### src/rtl/mem_access_stage.sv
// MEM pipeline stage: issues data-memory loads/stores over a req/ready + rvalid
// handshake, formats load data and stalls upstream while an access is in flight.
module mem_access_stage #(
    parameter int MAX_WAIT = 255,
    parameter int TW       = 8
) (
    input  logic        clk,
    input  logic        reset,
    input  logic        valid_in,
    input  logic [31:0] alu_result_in,
    input  logic [31:0] rs2_data_in,
    input  logic [4:0]  rd_in,
    input  logic        RegWrite_in,
    input  logic        MemToReg_in,
    input  logic        MemRead_in,
    input  logic        MemWrite_in,
    input  logic [2:0]  funct3_in,
    output logic        dmem_req,
    output logic        dmem_we,
    output logic [31:0] dmem_addr,
    output logic [31:0] dmem_wdata,
    output logic [3:0]  dmem_wstrb,
    input  logic        dmem_ready,
    input  logic        dmem_rvalid,
    input  logic [31:0] dmem_rdata,
    output logic [31:0] mem_data_out,
    output logic [31:0] alu_result_out,
    output logic [4:0]  rd_out,
    output logic        RegWrite_out,
    output logic        MemToReg_out,
    output logic        stall_out,
    output logic        misaligned_out,
    output logic        timeout_out
);

    typedef enum logic [1:0] {IDLE, REQ, WAIT_RESP} state_t;

    state_t         state_p0, state_nxt;
    logic [TW-1:0]  cnt_p0, cnt_nxt;
    logic [31:0]    addr_p0, data_p0;
    logic [4:0]     rd_p0;
    logic           regwrite_p0, memtoreg_p0, we_p0;
    logic [2:0]     f3_p0;
    logic           latch_en;

    logic [31:0]    src_addr, src_data;
    logic [2:0]     src_f3;
    logic           is_mem_in;

    // funct3[1:0]: 00 byte, 01 halfword, anything else a full word.
    function automatic logic is_misaligned(input logic [2:0] f3, input logic [1:0] off);
        case (f3[1:0])
            2'b00:   return 1'b0;
            2'b01:   return off[0];
            default: return off != 2'b00;
        endcase
    endfunction

    function automatic logic [3:0] store_strb(input logic [2:0] f3, input logic [1:0] off);
        case (f3[1:0])
            2'b00:   return 4'b0001 << off;
            2'b01:   return 4'b0011 << {off[1], 1'b0};
            default: return 4'b1111;
        endcase
    endfunction

    function automatic logic [31:0] store_data(input logic [2:0] f3, input logic [31:0] d);
        case (f3[1:0])
            2'b00:   return {4{d[7:0]}};
            2'b01:   return {2{d[15:0]}};
            default: return d;
        endcase
    endfunction

    function automatic logic [31:0] load_align(input logic [31:0] word, input logic [2:0] f3,
                                               input logic [1:0] off);
        logic        [31:0] lane;
        logic signed [7:0]  b_s;
        logic signed [15:0] h_s;
        lane = word >> {off, 3'b000};
        b_s  = lane[7:0];
        h_s  = lane[15:0];
        case (f3)
            3'b000:  return 32'(b_s);
            3'b001:  return 32'(h_s);
            3'b100:  return {24'd0, lane[7:0]};
            3'b101:  return {16'd0, lane[15:0]};
            default: return word;
        endcase
    endfunction

    assign is_mem_in = MemRead_in | MemWrite_in;
    assign src_addr  = (state_p0 == IDLE) ? alu_result_in : addr_p0;
    assign src_data  = (state_p0 == IDLE) ? rs2_data_in   : data_p0;
    assign src_f3    = (state_p0 == IDLE) ? funct3_in     : f3_p0;

    always_comb begin
        state_nxt      = state_p0;
        cnt_nxt        = cnt_p0;
        latch_en       = 1'b0;
        dmem_req       = 1'b0;
        dmem_we        = 1'b0;
        dmem_addr      = 32'd0;
        dmem_wdata     = 32'd0;
        dmem_wstrb     = 4'd0;
        mem_data_out   = 32'd0;
        alu_result_out = 32'd0;
        rd_out         = 5'd0;
        RegWrite_out   = 1'b0;
        MemToReg_out   = 1'b0;
        stall_out      = 1'b0;
        misaligned_out = 1'b0;
        timeout_out    = 1'b0;
        case (state_p0)
            IDLE: begin
                if (valid_in) begin
                    alu_result_out = alu_result_in;
                    rd_out         = rd_in;
                    RegWrite_out   = RegWrite_in;
                    MemToReg_out   = MemToReg_in;
                    if (is_mem_in) begin
                        if (is_misaligned(funct3_in, alu_result_in[1:0])) begin
                            misaligned_out = 1'b1;
                            RegWrite_out   = 1'b0;
                        end else begin
                            latch_en   = 1'b1;
                            cnt_nxt    = '0;
                            dmem_req   = 1'b1;
                            dmem_we    = MemWrite_in;
                            dmem_addr  = {src_addr[31:2], 2'b00};
                            dmem_wdata = store_data(src_f3, src_data);
                            dmem_wstrb = MemWrite_in ? store_strb(src_f3, src_addr[1:0]) : 4'd0;
                            // An accepted store retires now; everything else must wait.
                            if (!(MemWrite_in && dmem_ready)) begin
                                stall_out    = 1'b1;
                                RegWrite_out = 1'b0;
                                rd_out       = 5'd0;
                                state_nxt    = dmem_ready ? WAIT_RESP : REQ;
                            end
                        end
                    end
                end
            end
            REQ: begin
                dmem_req       = 1'b1;
                dmem_we        = we_p0;
                dmem_addr      = {src_addr[31:2], 2'b00};
                dmem_wdata     = store_data(src_f3, src_data);
                dmem_wstrb     = we_p0 ? store_strb(src_f3, src_addr[1:0]) : 4'd0;
                alu_result_out = addr_p0;
                MemToReg_out   = memtoreg_p0;
                cnt_nxt        = '0;
                if (dmem_ready && we_p0) begin
                    rd_out       = rd_p0;
                    RegWrite_out = regwrite_p0;
                    state_nxt    = IDLE;
                end else begin
                    stall_out = 1'b1;
                    if (dmem_ready) state_nxt = WAIT_RESP;
                end
            end
            WAIT_RESP: begin
                alu_result_out = addr_p0;
                MemToReg_out   = memtoreg_p0;
                if (dmem_rvalid) begin
                    mem_data_out = load_align(dmem_rdata, f3_p0, addr_p0[1:0]);
                    rd_out       = rd_p0;
                    RegWrite_out = regwrite_p0;
                    cnt_nxt      = '0;
                    state_nxt    = IDLE;
                end else if (cnt_p0 == TW'(MAX_WAIT)) begin
                    timeout_out = 1'b1;
                    cnt_nxt     = '0;
                    state_nxt   = IDLE;
                end else begin
                    stall_out = 1'b1;
                    cnt_nxt   = cnt_p0 + TW'(1);
                end
            end
            default: state_nxt = IDLE;
        endcase
    end

    // Request capture stage: holds the access stable while it is outstanding.
    always_ff @(posedge clk or negedge reset) begin
        if (!reset) begin
            state_p0    <= IDLE;
            cnt_p0      <= '0;
            addr_p0     <= 32'd0;
            data_p0     <= 32'd0;
            rd_p0       <= 5'd0;
            regwrite_p0 <= 1'b0;
            memtoreg_p0 <= 1'b0;
            we_p0       <= 1'b0;
            f3_p0       <= 3'd0;
        end else begin
            state_p0 <= state_nxt;
            cnt_p0   <= cnt_nxt;
            if (latch_en) begin
                addr_p0     <= alu_result_in;
                data_p0     <= rs2_data_in;
                rd_p0       <= rd_in;
                regwrite_p0 <= RegWrite_in;
                memtoreg_p0 <= MemToReg_in;
                we_p0       <= MemWrite_in;
                f3_p0       <= funct3_in;
            end
        end
    end

endmodule

### config.mk
export PLATFORM = sky130hd
export DESIGN_NAME = mem_access_stage
export DESIGN_NICKNAME = d
export VERILOG_FILES = /design/src/rtl/mem_access_stage.sv
export SDC_FILE = /design/constraint.sdc
export NUM_CORES = 1
export LEC_CHECK = 0
export ABC_AREA = 1
export CAP_MARGIN = 20
export CORE_ASPECT_RATIO = 1.2
export CORE_UTILIZATION = 48
export CTS_CLUSTER_DIAMETER = 100
export DETAILED_ROUTE_END_ITERATION = 16
export GPL_TIMING_DRIVEN = 1
export PLACE_DENSITY = 0.87
export SLEW_MARGIN = 20
export SYNTH_ARGS = -nofsm -noshare
export SYNTH_HDL_FRONTEND = slang
export SYNTH_SLANG_ARGS = --single-unit
### constraint.sdc
create_clock -name clk -period 4.05 [get_ports clk]
set_clock_uncertainty 0.15 [all_clocks]
set_input_delay 1.0125 -clock clk [delete_from_list [all_inputs] [get_ports clk]]
set_output_delay 1.0125 -clock clk [all_outputs]
set_load 0.01 [all_outputs]
==> metrics.txt, run 1 <==
largest family of logic cells by synthesized area simple AND/OR/NAND/NOR gates; via count 8104; share of layout cells above drive strength 1 6.92%; Switching Power 3.28 mW; Int Pwr 3.72 mW; most common cell after layout, fill and taps aside nand2_1; gpl congestion 0.907; Die Span Y 130 um; total congestion overflow 0; area of the core 13200 sq um; Final HPWL DP 16700 um; switching part of the total 46.8%; Die Span X 108 um; Worst Max-Slew Pin Slew 0.929 ns; Peak Freq 250 MHz; Worst R2R Start state_p0[0]$_DFFE_PN0P_; post-synthesis adder-cell area fraction 1.15%; Top Ports 257; TritonCTS clock tree done; Seq/Total Area, Yosys 32.6%; CP Data Required Time 2.89 ns; first-pass GRT wire length 35600 um; most frequent cell on the critical path clkdlybuf4s50_1; worst-case reg-to-reg path depth 8; final wirelength 23100 um; post-synthesis xor/xnor area fraction 0.134%; Final Core Density 73.7%; all-layer global routing usage 32.4%; non-filler cells, final 1497; clock latency on the worst-skew pair 0.34 ns; Power Total 7.01 mW; clk slew on worst S/H paths 0.06 ns; synth top area cells dfrtp_1 33%, nand2_1 18%, o21ai_0 12%; Cell Pwr Density 718 nW/um^2; crit path kind input pin to output port; Crit. Startpoint valid_in; Rows 46; Max FO, Critical Path 3; Worst EP arrival 2.84 ns; Slew Limit Fails 0; Compound-Gate Fraction of Synth Area 26.0%; CP max-delay cell clkdlybuf4s50_1; Antenna Nets Post-Route 0; htree depth 3; Synth-to-Final Area Change 49.6%; Comb power frac 66.1%; Avg Inst Size Synth 6.09 sq um; Seq cells post-synth 85; DRC 0; placed cell areas 9440 sq um; Worst setup EP type output port; setup violators final 0; pin count of the biggest net entering global routing 95; drt wl/cell 15.4 um; min-delay worst type register to register; min Tclk post-route 4.00 ns; fin area 9760 sq um; CP cell instances clkdlybuf4s50_1, inv_1, nor3_2, nand2_4, clkinv_2, nand3_1, nand2_2, clkdlybuf4s50_1; Hold Worst Slack 0.329 ns; mux contribution to synthesized area 0%; sequential power share 21.4%; Final #Nets 1443; drt first pass iters 7; Critical Path Max Stage Delay 0.58 ns; clock share of power 12.6%; most frequent cells in the layout 312 x nand2_1, 167 x clkdlybuf4s50_1, 159 x o21ai_0; maxcap violations 0; Mapped Cells 1071; Placed Cells 1478; RSZ-0062 raised after global routing no; Mapped Area 6520 sq um; hold buffers post-CTS 0; status finished, final reports clean; hold depth 2; Setup crit start kind input pin; share of the synthesized area in the top cell type 32.6%; Longest Clk Path Bufs 2; Synth Area in Simple Gates 27.5%; iteration-0 DRC count of the detailed router 565; setup slack, reg-to-reg 1.31 ns; Peak VDD IR 0.335 mV; Starting Density 49.3%; CTS buffer count 9; Ys Warns 0; Port Buffers 254; Netlist cell types 34; HP Start rd_p0[1]$_DFFE_PN0P_; vias in the first global route 7555; reg-to-reg endpoint addr_p0[0]$_DFFE_PN0P_; setup ws final 0.0520 ns; CTS Root Cell clkbuf_16; initial antenna violation count 0; Final Hold Fails 0; final period utilization 98.7%; pre-CTS setup slack -0.195 ns; Hold Path Sink rd_p0[1]$_DFFE_PN0P_; Via density 5.41; setup TNS 0 ns; Leak 5.22 nW; post-synth top area cell dfrtp_1; Slew HR 38.0%; CTS sink count 85; antenna cells 0; Die ar. 14100 sq um
-- worst max-delay path: cells and delay by family --
family,cells,cell delay [ns]
buffers and inverters,4,1.26
AND/OR/NAND/NOR,4,0.55
-- per-layer routing --
layer / up-vias / GRT usage, % / wire length (um)
met5: - / 0 / 0
met4: 0 / 17.3 / 884
met3: 63 / 5.28 / 1850
met2: 388 / 57.1 / 11500
met1: 3699 / 37.5 / 8840
li1: 3954 / - / -
-- power groups by stage --
stage          combinational (mW)  sequential [mW]  clock (mW)
6_report                     4.63             1.50       0.879
3_3_place_gp                 4.66             1.48           0
4_1_cts                      4.60             1.49       0.890
2_1_floorplan                2.65             1.42           0
3_5_place_dp                 4.74             1.50           0
5_1_grt                      5.11             1.55       0.922
-- layout make-up --
class / count / area, sq um
Timing Repair Buffer: 312 / 3000
Fill cell: 1109 / 3480
Tap cell: 168 / 210
Sequential cell: 85 / 2130
Clock buffer: 12 / 236
Inverter: 128 / 484
Multi-Input combinational cell: 788 / 3630
Clock inverter: 4 / 72.6
-- worst max-delay path by stage --
stage | slack, ns | to | cells after the start
2_1_floorplan | 0.84 | dmem_addr[11] | 9
3_3_place_gp | -0.21 | dmem_wdata[22] | 9
3_5_place_dp | -0.20 | dmem_wdata[22] | 9
4_1_cts | -0.1 | dmem_wdata[23] | 9
5_1_grt | 0.004 | dmem_addr[28] | 9
6_report | 0.05 | dmem_we | 8
-- flip-flops by register name (all words and copies together), names as in the netlist --
signal	count
data_p0	32
f3_p0	3
rd_p0	5
cnt_p0	8
regwrite_p0	1
we_p0	1
memtoreg_p0	1
state_p0	2
addr_p0	32
-- logic make-up (layout without fill, tap and decap cells) --
logic type,count (synthesis),count (layout)
AO/OA/AOI/OAI,324,324
XOR/XNOR,1,1
adder cells (fa/ha/maj),6,6
buffers and inverters,200,456
flip-flops,85,85
other,1,2
AND/OR/NAND/NOR,454,455
-- what timing repair did --
item | 4_1_cts | 5_1_grt
setup buffers | 2 | 0
resized for setup | 74 | 23
pin swaps | 3 | 1
endpoints found under the setup margin | 88 | 35
cloned | 0 | 1
-- synth_stat cells (all sizes together) --
| library cell | instances |
|---|---|
| conb | 1 |
| dfrtp | 85 |
| o21a | 8 |
| o21bai | 1 |
| o21ai | 172 |
| a22oi | 1 |
| or2 | 2 |
| buf | 35 |
| nand3 | 35 |
| inv | 126 |
| clkbuf | 37 |
| nand2 | 318 |
| and2 | 1 |
| a21oi | 121 |
| clkinv | 2 |
| o31ai | 9 |
| nand4 | 6 |
| a22o | 1 |
| nor3 | 4 |
| nor2 | 87 |
| ha | 6 |
| nor4 | 1 |
| o22ai | 2 |
| o211ai | 9 |
| xor2 | 1 |
No activity file was read; power rests on OpenSTA's default activity.
==> run 2: changes to the inputs <==
--- a/config.mk
+++ b/config.mk
@@ -6,6 +6,7 @@
 export NUM_CORES = 1
 export LEC_CHECK = 0
 export ABC_AREA = 1
+export ABC_CLOCK_PERIOD_IN_PS = 4050
 export CAP_MARGIN = 20
 export CORE_ASPECT_RATIO = 1.2
 export CORE_UTILIZATION = 48
==> results of run 2 <==
Same layout as run 1: the final DEF is identical, and so are final timing and power.
==> run 3: changes to the inputs <==
--- a/config.mk
+++ b/config.mk
@@ -12,7 +12,7 @@
 export CORE_UTILIZATION = 48
 export CTS_CLUSTER_DIAMETER = 100
 export DETAILED_ROUTE_END_ITERATION = 16
-export GPL_TIMING_DRIVEN = 1
+export GPL_TIMING_DRIVEN = 0
 export PLACE_DENSITY = 0.87
 export SLEW_MARGIN = 20
 export SYNTH_ARGS = -nofsm -noshare
==> metrics.txt, run 3 (synthesized netlist as in run 1, its figures left out) <==
status finished, final reports clean; sequential power share 21.2% (-0.2 points); setup ws final 0.00150 ns (-0.0505 ns); worst-case reg-to-reg path depth 9 (+1); Worst setup EP type output port; share of layout cells above drive strength 1 7.10% (+0.17 points); Cell Pwr Density 721 nW/um^2 (+0.39%); Worst Max-Slew Pin Slew 0.653 ns (-0.276 ns); Starting Density 49.3% (unchanged); Leak 5.19 nW (-0.46%); Port Buffers 254 (unchanged); htree depth 3 (unchanged); pre-CTS setup slack -0.618 ns (-0.422 ns); clk slew on worst S/H paths 0.06 ns (about the same); vias in the first global route 8077 (+6.9%); Peak Freq 247 MHz (-1.2%); Slew Limit Fails 0 (unchanged); drt wl/cell 17.1 um (+11%); Slew HR 56.5% (+18 points); CTS buffer count 9 (unchanged); Comb power frac 67.2% (+1.1 points); gpl congestion 0.971 (+7.1%); drt first pass iters 5 (-2); most frequent cells in the layout 306 x nand2_1, 159 x o21ai_0, 157 x clkdlybuf4s50_1; total congestion overflow 0 (unchanged); Die Span X 108 um (unchanged); Peak VDD IR 0.377 mV (+13%); via count 8619 (+6.4%); DRC 0 (unchanged); Crit. Startpoint alu_result_in[1]; clock latency on the worst-skew pair 0.34 ns (about the same); min Tclk post-route 4.05 ns (+0.0505 ns); maxcap violations 0 (unchanged); Hold Worst Slack 0.331 ns (+0.00110 ns); final wirelength 26000 um (+13%); min-delay worst type register to register; Power Total 7.05 mW (+0.66%); most common cell after layout, fill and taps aside nand2_1; Rows 46 (unchanged); Synth-to-Final Area Change 50.0%; CTS sink count 85 (unchanged); Worst EP arrival 2.89 ns (+0.05 ns); Int Pwr 3.58 mW (-4.0%); initial antenna violation count 0 (unchanged); Antenna Nets Post-Route 0 (unchanged); reg-to-reg endpoint f3_p0[2]$_DFFE_PN0P_; Worst R2R Start state_p0[0]$_DFFE_PN0P_; all-layer global routing usage 36.6% (+4.2 points); hold buffers post-CTS 0 (unchanged); setup violators final 0 (unchanged); area of the core 13200 sq um (unchanged); Via density 5.67 (+4.7%); Setup crit start kind input pin; Longest Clk Path Bufs 2 (unchanged); crit path kind input pin to output port; final period utilization 100% (+1.2 points); Die Span Y 130 um (unchanged); CP endpoint dmem_addr[10]; TritonCTS clock tree done; Top Ports 257 (unchanged); pin count of the biggest net entering global routing 56 (-41%); clock share of power 11.6% (-1.0 points); Max FO, Critical Path 10 (+7); Final Hold Fails 0 (unchanged); top flop regs addr_p0: 32 flops, data_p0: 32 flops, cnt_p0: 8 flops; Reg area 2130 sq um (unchanged); multi-input logic area 3660 sq um (+0.93%); switching part of the total 49.3% (+2.5 points); CTS Root Cell clkbuf_16; antenna cells 0 (unchanged); Final #Nets 1468 (+1.7%); Final HPWL DP 19000 um (+13%); Fillers 1125 (+1.4%); Die ar. 14100 sq um (unchanged); setup slack, reg-to-reg 1.61 ns (+0.30 ns); Final Core Density 73.9% (+0.20 points); iteration-0 DRC count of the detailed router 862 (+53%); CP Data Required Time 2.89 ns (about the same); Switching Power 3.48 mW (+6.0%); first-pass GRT wire length 39900 um (+12%)
==> run 3: cell types whose count changed in the layout (fill, tap and decap cells not counted), sizes merged <==
cell           before  now
dlygate4sd2        68   73
clkbuf             12   52
clkdlybuf4s15       0    3
buf                60   46
nand2             319  318
bufinv              2    1
clkdlybuf4s50     167  157
clkinv              3    5
==> run 3: worst max-delay path, cell delays in order <==
cell and delay [ns]:
clkdlybuf4s50_1 0.45, inv_1 0.10, nand2_1 0.11, nand2_2 0.15, nand2_4 0.11, clkinv_8 0.09
nand2_1 0.07, a21oi_1 0.21, clkdlybuf4s50_1 0.58
==> run 3: stage by stage <==
stage	TNS, ns	area (sq um)	cells
3_5_place_dp	-36.91	9300	1495
4_1_cts	-0.113	9670	1517
2_1_floorplan	0	6520	1072
3_3_place_gp	-152.12	9280	1494
5_1_grt	-0.0000586	9780	1521
6_report	0	9780	1521
==> run 3: layout make-up <==
type,count,share of cell area (%)
Clock inverter,5,0.537
Clock buffer,10,2.34
Buffer,72,4.12
Sequential cell,85,21.7
Tap cell,168,2.15
Inverter,128,5.09
Timing Repair Buffer,266,26.6
Multi-Input combinational cell,787,37.4
==> run 3: power by group through the flow <==
stage / registers, mW / logic (mW) / clock network, mW
4_1_cts: 1.48 / 4.60 / 0.820
2_1_floorplan: 1.42 / 2.65 / 0
3_5_place_dp: 1.48 / 4.65 / 0
3_3_place_gp: 1.47 / 4.56 / 0
6_report: 1.49 / 4.74 / 0.820
5_1_grt: 1.53 / 5.16 / 0.858
==> run 3: how the worst min path moves through the flow <==
stage | cells past startpoint | start | slack [ns] | to
6_report | 2 | data_p0[4]$_DFFE_PN0P_ | 0.33 | data_p0[4]$_DFFE_PN0P_
5_1_grt | 2 | rd_p0[3]$_DFFE_PN0P_ | 0.35 | rd_p0[3]$_DFFE_PN0P_
4_1_cts | 2 | data_p0[4]$_DFFE_PN0P_ | 0.33 | data_p0[4]$_DFFE_PN0P_
3_5_place_dp | 2 | rd_p0[3]$_DFFE_PN0P_ | 0.32 | rd_p0[3]$_DFFE_PN0P_
3_3_place_gp | 2 | data_p0[6]$_DFFE_PN0P_ | 0.31 | data_p0[6]$_DFFE_PN0P_
2_1_floorplan | 2 | data_p0[0]$_DFFE_PN0P_ | 0.30 | data_p0[0]$_DFFE_PN0P_
==> run 3: timing repair <==
action                                  in CTS  in global routing
buffers inserted                             7                  4
gates resized for setup                    124                 43
endpoints found under the setup margin     126                 74
pin swaps                                    5                  2
==> run 3: routing by layer <==
metal  part of all wire (%)  vias to the layer above  track usage [%]  routed length (um)
met5                      0                        -                0                   0
met4                    4.5                        0             19.4                1180
met3                    9.1                      106             6.29                2370
met2                     49                      539             64.0               12800
met1                     37                     3981             42.8                9660
li1                       -                     3993                -                   -
